$ cat config.mk
export PLATFORM = sky130hd
export DESIGN_NAME = shared_bus_arbiter_flat
export DESIGN_NICKNAME = d
export VERILOG_FILES = /design/src/rtl/shared_bus_arbiter_if.sv /design/src/rtl/shared_bus_arbiter.sv /design/src/flat_wrapper.sv
export SDC_FILE = /design/constraint.sdc
export NUM_CORES = 1
export LEC_CHECK = 0
export ABC_AREA = 1
export CORE_ASPECT_RATIO = 1.75
export CORE_MARGIN = 2
export CORE_UTILIZATION = 42
export CTS_BUF_LIST = sky130_fd_sc_hd__clkbuf_4 sky130_fd_sc_hd__clkbuf_8 sky130_fd_sc_hd__clkbuf_16
export CTS_CLUSTER_DIAMETER = 50
export CTS_CLUSTER_SIZE = 8
export DETAILED_ROUTE_END_ITERATION = 16
export PLACE_DENSITY = 0.92
export SLEW_MARGIN = 20
export SYNTH_ARGS = -nofsm -noshare
export SYNTH_HDL_FRONTEND = slang
export SYNTH_SLANG_ARGS = --single-unit
$ cat constraint.sdc
create_clock -name clk -period 2 [get_ports clk]
set_clock_uncertainty 0.1 [all_clocks]
set_input_delay 0.4 -clock clk [delete_from_list [all_inputs] [get_ports clk]]
set_output_delay 0.4 -clock clk [all_outputs]
set_load 0.01 [all_outputs]
$ cat src/rtl/shared_bus_arbiter_if.sv
// rtl/shared_bus_arbiter_if.sv - request/grant/driver-enable bundle for the shared bus arbiter
interface shared_bus_arbiter_if #(
    parameter int N_REQ  = 4,
    parameter int DATA_W = 8
);
    localparam int ID_W = (N_REQ > 1) ? $clog2(N_REQ) : 1;

    // Requester side: level requests and per-driver data
    logic [N_REQ-1:0]        req;
    logic [N_REQ*DATA_W-1:0] drv_data;

    // Arbiter side: registered grant/enable state and the resolved net value
    logic [N_REQ-1:0]        grant;
    logic [N_REQ-1:0]        oe;
    logic [ID_W-1:0]         owner_id;
    logic                    bus_busy;
    logic [DATA_W-1:0]       bus_data;
    logic                    timeout;

    // The arbiter drives ownership and the resolved net
    modport master (
        input  req,
        input  drv_data,
        output grant,
        output oe,
        output owner_id,
        output bus_busy,
        output bus_data,
        output timeout
    );

    // The requesters drive requests and data, and observe ownership
    modport slave (
        output req,
        output drv_data,
        input  grant,
        input  oe,
        input  owner_id,
        input  bus_busy,
        input  bus_data,
        input  timeout
    );
endinterface

$ cat src/rtl/shared_bus_arbiter.sv
// rtl/shared_bus_arbiter.sv - round-robin owner sequencer for one shared net (optional OWNER_TIMEOUT_EN)
module shared_bus_arbiter #(
    parameter int              N_REQ    = 4,
    parameter int              DATA_W   = 8,
    parameter logic [DATA_W-1:0] PARK_VAL = '0,
    parameter int              MAX_HOLD = 16
) (
    input  logic                 clk,
    input  logic                 rst,
    shared_bus_arbiter_if.master bus
);
    localparam int ID_W = (N_REQ > 1) ? $clog2(N_REQ) : 1;

    // Ownership tenure: turnaround, drive, park, then back to arbitration
    typedef enum logic [1:0] {
        ST_IDLE    = 2'd0,
        ST_TURN    = 2'd1,
        ST_OWN     = 2'd2,
        ST_RELEASE = 2'd3
    } state_t;

    state_t            state_q,   state_d;
    logic [N_REQ-1:0]  grant_q,   grant_d;
    logic [N_REQ-1:0]  oe_q,      oe_d;
    logic [ID_W-1:0]   owner_q,   owner_d;
    logic [ID_W-1:0]   last_q,    last_d;
    logic              busy_q,    busy_d;
    logic              timeout_q, timeout_d;

    logic [ID_W-1:0]   rr_win;
    logic              rr_found;
    logic              owner_req;
    logic [DATA_W-1:0] bus_data_c;

`ifdef OWNER_TIMEOUT_EN
    localparam int              CNT_W     = (MAX_HOLD > 2) ? $clog2(MAX_HOLD) : 1;
    localparam logic [CNT_W-1:0] HOLD_LAST = CNT_W'(MAX_HOLD - 1);

    logic [CNT_W-1:0] hold_q, hold_d;
`endif

    // Only the current owner's request matters once a tenure has started
    assign owner_req = bus.req[owner_q];

    // Round-robin search starting just after the previous owner, wrapping around
    always_comb begin
        rr_win   = '0;
        rr_found = 1'b0;
        for (int off = 1; off <= N_REQ; off++) begin
            if (!rr_found && bus.req[ID_W'((int'(last_q) + off) % N_REQ)]) begin
                rr_win   = ID_W'((int'(last_q) + off) % N_REQ);
                rr_found = 1'b1;
            end
        end
    end

    // Tenure sequencing and registered output next-state
    always_comb begin
        state_d   = state_q;
        grant_d   = grant_q;
        oe_d      = oe_q;
        owner_d   = owner_q;
        last_d    = last_q;
        busy_d    = busy_q;
        timeout_d = 1'b0;
`ifdef OWNER_TIMEOUT_EN
        hold_d    = hold_q;
`endif
        case (state_q)
            ST_IDLE: begin
                if (rr_found) begin
                    grant_d = N_REQ'(1) << rr_win;
                    owner_d = rr_win;
                    busy_d  = 1'b1;
                    state_d = ST_TURN;
                end
            end
            ST_TURN: begin
                if (owner_req) begin
                    oe_d    = grant_q;
                    state_d = ST_OWN;
`ifdef OWNER_TIMEOUT_EN
                    hold_d  = '0;
`endif
                end else begin
                    // Abandoned during turnaround still counts as a served turn
                    grant_d = '0;
                    last_d  = owner_q;
                    state_d = ST_RELEASE;
                end
            end
            ST_OWN: begin
                if (!owner_req) begin
                    oe_d    = '0;
                    grant_d = '0;
                    last_d  = owner_q;
                    state_d = ST_RELEASE;
                end
`ifdef OWNER_TIMEOUT_EN
                else if (hold_q == HOLD_LAST) begin
                    // Forced revoke: owner drops to lowest priority like a normal release
                    oe_d      = '0;
                    grant_d   = '0;
                    last_d    = owner_q;
                    timeout_d = 1'b1;
                    state_d   = ST_RELEASE;
                end else begin
                    hold_d = hold_q + 1'b1;
                end
`endif
            end
            ST_RELEASE: begin
                // Park cycle: net is undriven, bus still reported busy
                oe_d    = '0;
                grant_d = '0;
                busy_d  = 1'b0;
                owner_d = '0;
                state_d = ST_IDLE;
            end
            default: begin
                oe_d    = '0;
                grant_d = '0;
                busy_d  = 1'b0;
                owner_d = '0;
                state_d = ST_IDLE;
            end
        endcase
    end

    // State and output registers; reset leaves requester 0 with top priority
    always_ff @(posedge clk) begin
        if (rst) begin
            state_q   <= ST_IDLE;
            grant_q   <= '0;
            oe_q      <= '0;
            owner_q   <= '0;
            last_q    <= ID_W'(N_REQ - 1);
            busy_q    <= 1'b0;
            timeout_q <= 1'b0;
        end else begin
            state_q   <= state_d;
            grant_q   <= grant_d;
            oe_q      <= oe_d;
            owner_q   <= owner_d;
            last_q    <= last_d;
            busy_q    <= busy_d;
            timeout_q <= timeout_d;
        end
    end

`ifdef OWNER_TIMEOUT_EN
    // Hold counter for the current OWN tenure
    always_ff @(posedge clk) begin
        if (rst) begin
            hold_q <= '0;
        end else begin
            hold_q <= hold_d;
        end
    end
`endif

    // Resolved net: the enabled driver's data, parked value when nobody drives
    always_comb begin
        bus_data_c = PARK_VAL;
        for (int i = 0; i < N_REQ; i++) begin
            if (oe_q[i]) begin
                bus_data_c = bus.drv_data[i*DATA_W +: DATA_W];
            end
        end
    end

    assign bus.grant    = grant_q;
    assign bus.oe       = oe_q;
    assign bus.owner_id = owner_q;
    assign bus.bus_busy = busy_q;
    assign bus.bus_data = bus_data_c;
    assign bus.timeout  = timeout_q;

endmodule
$ cat src/flat_wrapper.sv
// flat-port wrapper written by rule: the top's interface ports become plain ports
module shared_bus_arbiter_flat 
#(
    parameter int              N_REQ    = 4,
    parameter int              DATA_W   = 8,
    parameter logic [DATA_W-1:0] PARK_VAL = '0,
    parameter int              MAX_HOLD = 16
)
  (clk, rst, bus_req, bus_drv_data, bus_grant, bus_oe, bus_owner_id, bus_bus_busy, bus_bus_data, bus_timeout);
  shared_bus_arbiter_if #(.N_REQ(N_REQ), .DATA_W(DATA_W)) bus_i ();
  input  logic clk;
  input  logic rst;
  input wire logic [$bits(bus_i.req)-1:0] bus_req;
  input wire logic [$bits(bus_i.drv_data)-1:0] bus_drv_data;
  output wire logic [$bits(bus_i.grant)-1:0] bus_grant;
  output wire logic [$bits(bus_i.oe)-1:0] bus_oe;
  output wire logic [$bits(bus_i.owner_id)-1:0] bus_owner_id;
  output wire logic [$bits(bus_i.bus_busy)-1:0] bus_bus_busy;
  output wire logic [$bits(bus_i.bus_data)-1:0] bus_bus_data;
  output wire logic [$bits(bus_i.timeout)-1:0] bus_timeout;
  assign bus_i.req = bus_req;
  assign bus_i.drv_data = bus_drv_data;
  assign bus_grant = bus_i.grant;
  assign bus_oe = bus_i.oe;
  assign bus_owner_id = bus_i.owner_id;
  assign bus_bus_busy = bus_i.bus_busy;
  assign bus_bus_data = bus_i.bus_data;
  assign bus_timeout = bus_i.timeout;
  shared_bus_arbiter #(.N_REQ(N_REQ), .DATA_W(DATA_W), .PARK_VAL(PARK_VAL), .MAX_HOLD(MAX_HOLD)) u_core (.clk(clk), .rst(rst), .bus(bus_i));
endmodule
==> results.yml <==
routing:
  wl_per_cell_um: 12.43
  drt_wl_total_um: 3979
  viasPerCell: 5.041
  post-route-drc-count: 0
  vias: 1613
  drt_first_iter_violations: 16
  dr.pass1.iters: 4
  drt.antenna.violating_nets: 0
synthesis:
  ys_top_cells_by_count: "nand2_1, a21oi_1, inv_1"
  synth-simple-area-share_pct: 42.07
  avgSynthCellArea_um2: 6.268
  syn_nets: 257
  synth_compound_area_share_pct: 19.68
  yosys_most_used_dff: "dfxtp_1"
  yosys.area.top_type_share_pct: 22.39
  synth.area.top_cells: "dfxtp_1, nand2_1, a21oi_1"
  yosysSeqAreaShare_pct: 22.39
  syn-instance-count: 214
  synth_cell_type_count: 31
  yosysMostFrequentCell: "nand2_1"
  synth.largest_area_cell: "dfxtp_1"
  syn-cell-area_um2: 1341
  async_reset_ff_share_pct: 0
  synth-xor-area-share_pct: 0
  synth_edf_count: 0
  synth_top_family_by_area: "simple AND/OR/NAND/NOR gates"
  yosys_warnings: 0
  synth.area.mux_share_pct: 0
  synth_seq_cells: 15
  synth_fa_ha_area_share_pct: 4.664
floorplan:
  start_util_pct: 43.16
  die_h_um: 78.76
  std_cell_rows: 27
  die-area_um2: 3679
  die_w_um: 46.72
  core_area_um2: 3108
  io_pins: 58
placed_design:
  post_dp_cell_area_um2: 1986
  numPortBuffers: 56
  gp_congestion: 0.8023
  dpl.hpwl_um: 3209
  post-place-cells: 316
  place_ws_ns: -0.2591
layout:
  fin_nets: 321
  synthToLayoutAreaGrowth_pct: 50.47
  drive_gt1_share_pct: 19.13
  fin_area_um2: 2018
  num-fill-cells: 276
  antenna_cells: 0
  instances_no_fill: 320
power:
  internal_power_uw: 1583
  leakagePower_uw: 0.0009459
  power_frac_comb_pct: 74.4
  switching_share_pct: 50.84
  clkPwrFrac_pct: 7.6
  p_seq_share_pct: 18.0
  ir_drop_v: 0.001113
  powerDensity_nw_per_um2: 1596
  p_switching_uw: 1638
timing:
  rsz0062_at_grt: "no"
  period_minus_slack_ns: 1.916
  post-route-period-util_pct: 95.79
  slew_violations: 0
  max_freq_mhz: 522.0
  tns_ns: 0
  setup-violations-final: 0
  whs_ns: 0.3703
  hold_violations: 0
  setup_slack_ns: 0.08421
flow_run:
  cap_violations: 0
clock_tree:
  clk_pin_slew_ns: 0.06
  cts_buffers: 3
  root_buffer: "clkbuf_8"
  htreeDepth: 1
  cts_buffer_depth: 2
  cts.sinks: 15
  cts_tree: "yes"
  clk_latency_ns: 0.25
status:
  status: "completed"
worst_setup_path:
  cpMostUsedCell: "nand2_1"
  worstSetupStartpointType: "primary input"
  path_cells: "clkdlybuf4s50_1 > nand2_1 > nand2_1 > nand2_1 > a21oi_1 > clkdlybuf4s15_1"
  crit_family: "buffers and inverters"
  rrSetupSlack_ns: 0.27
  worst-path-buf-inv: 2
  crit_type: "primary input to output port"
  cp_slowest_stage_delay_ns: 0.46
  end_kind: "output port"
  critPathMaxFanout: 1
  critical_path_required_ns: 1.50
  crit_path_top_delay_cell: "clkdlybuf4s50_1"
  cp.arrival_ns: 1.42
grt:
  overflow: 0
  grt_max_degree: 11
  grt_use_total_pct: 22.17
  grt_pass1_wl_um: 6072
  grt_pass1_vias: 1526
  grt_antenna_before_repair: 0
min_path:
  hold_class: "flip-flop to flip-flop"
[final cells by class]
class                           count  area (um2)  area share [%]
Sequential cell                    15       301.5           14.94
Timing Repair Buffer               66       608.1           30.13
Inverter                           25       105.1           5.208
Multi-Input combinational cell    167       903.4           44.76
Clock buffer                        3       41.29           2.046
Tap cell                           43       53.80           2.666
Clock inverter                      1       5.005          0.2480
[layout by cell type, fill, tap and decap left out, types with 3 or more instances in the layout]
cell type / count
o21ai_0: 4
ha_1: 5
inv_2: 3
nor2_1: 17
nand2_2: 9
nand3_2: 3
nand3_1: 12
a211oi_1: 3
a21oi_1: 26
inv_1: 20
clkbuf_8: 3
nand2_1: 63
clkdlybuf4s50_1: 47
clkbuf_2: 6
buf_4: 10
dfxtp_1: 14
nand2_4: 8
[per-layer routing]
layer | track usage (%) | wire length (um) | up-vias | part of all wire [%]
met4 | 8.056 | 82 | 0 | 2.1
li1 | - | - | 809 | -
met5 | 0 | 0 | - | 0
met2 | 45.97 | 2204 | 63 | 55
met1 | 17.56 | 1325 | 732 | 33
met3 | 5.000 | 367 | 9 | 9.2
[metrics by stage]
stage | total power [uW] | utilization [%]
detailed placement | 3051 | 63.89
floorplan | 2135 | -
CTS | 3227 | 65.26
finish | 3221 | 64.94
global route | 3523 | 64.94
global placement | 2983 | 63.89
[flip-flops by register name, summed over array words and instances, names as in the netlist]
register             cells
u_core.bus.bus_busy      1
u_core.bus.oe            4
u_core.state_q           2
u_core.bus.owner_id      2
u_core.last_q            2
u_core.bus.grant         4
[power by group through the flow]
stage          sequential [uW]  clock, uW  combinational (uW)
2_1_floorplan              557          0                1580
3_3_place_gp               570          0                2410
3_5_place_dp               571          0                2480
4_1_cts                    573        245                2410
5_1_grt                    595        260                2670
6_report                   580        245                2400
[cells by family (layout without fill, tap and decap cells)]
family | after synthesis | in the layout
AOI/OAI and AO/OA | 45 | 45
adders and majority gates | 5 | 5
buffers and inverters | 32 | 95
DFF | 15 | 15
other | 1 | 1
and+or+nand+nor | 116 | 116
[repair_timing]
item                                    CTS  global route
endpoints found under the setup margin    8            13
resized for setup                         9            19
buffers inserted                          0             0
hold buffers                              0             0
pin swaps                                 0             1
hold endpoints to repair                  0             0
[worst reg2reg max path, delay by kind of cell (launching register included)]
| family | cells | cell delay, ns |
|---|---|---|
| fa+ha+maj | 1 | 0.27 |
| flops | 1 | 0.36 |
| simple gates | 5 | 0.55 |
| compound gates | 1 | 0.13 |
| buf+inv | 2 | 0.22 |
[worst paths after layout]
kind / from / endpoint / depth (start not counted)
setup / recovery: bus_drv_data[15] / bus_bus_data[7] / 6
hold / removal: u_core.bus.bus_busy / u_core.bus.bus_busy / 2
setup reg to reg: u_core.state_q[0] / u_core.bus.owner_id[0] / 9
hold reg to reg: u_core.bus.bus_busy / u_core.bus.bus_busy / 2
No activity file was read; power rests on OpenSTA's default activity.
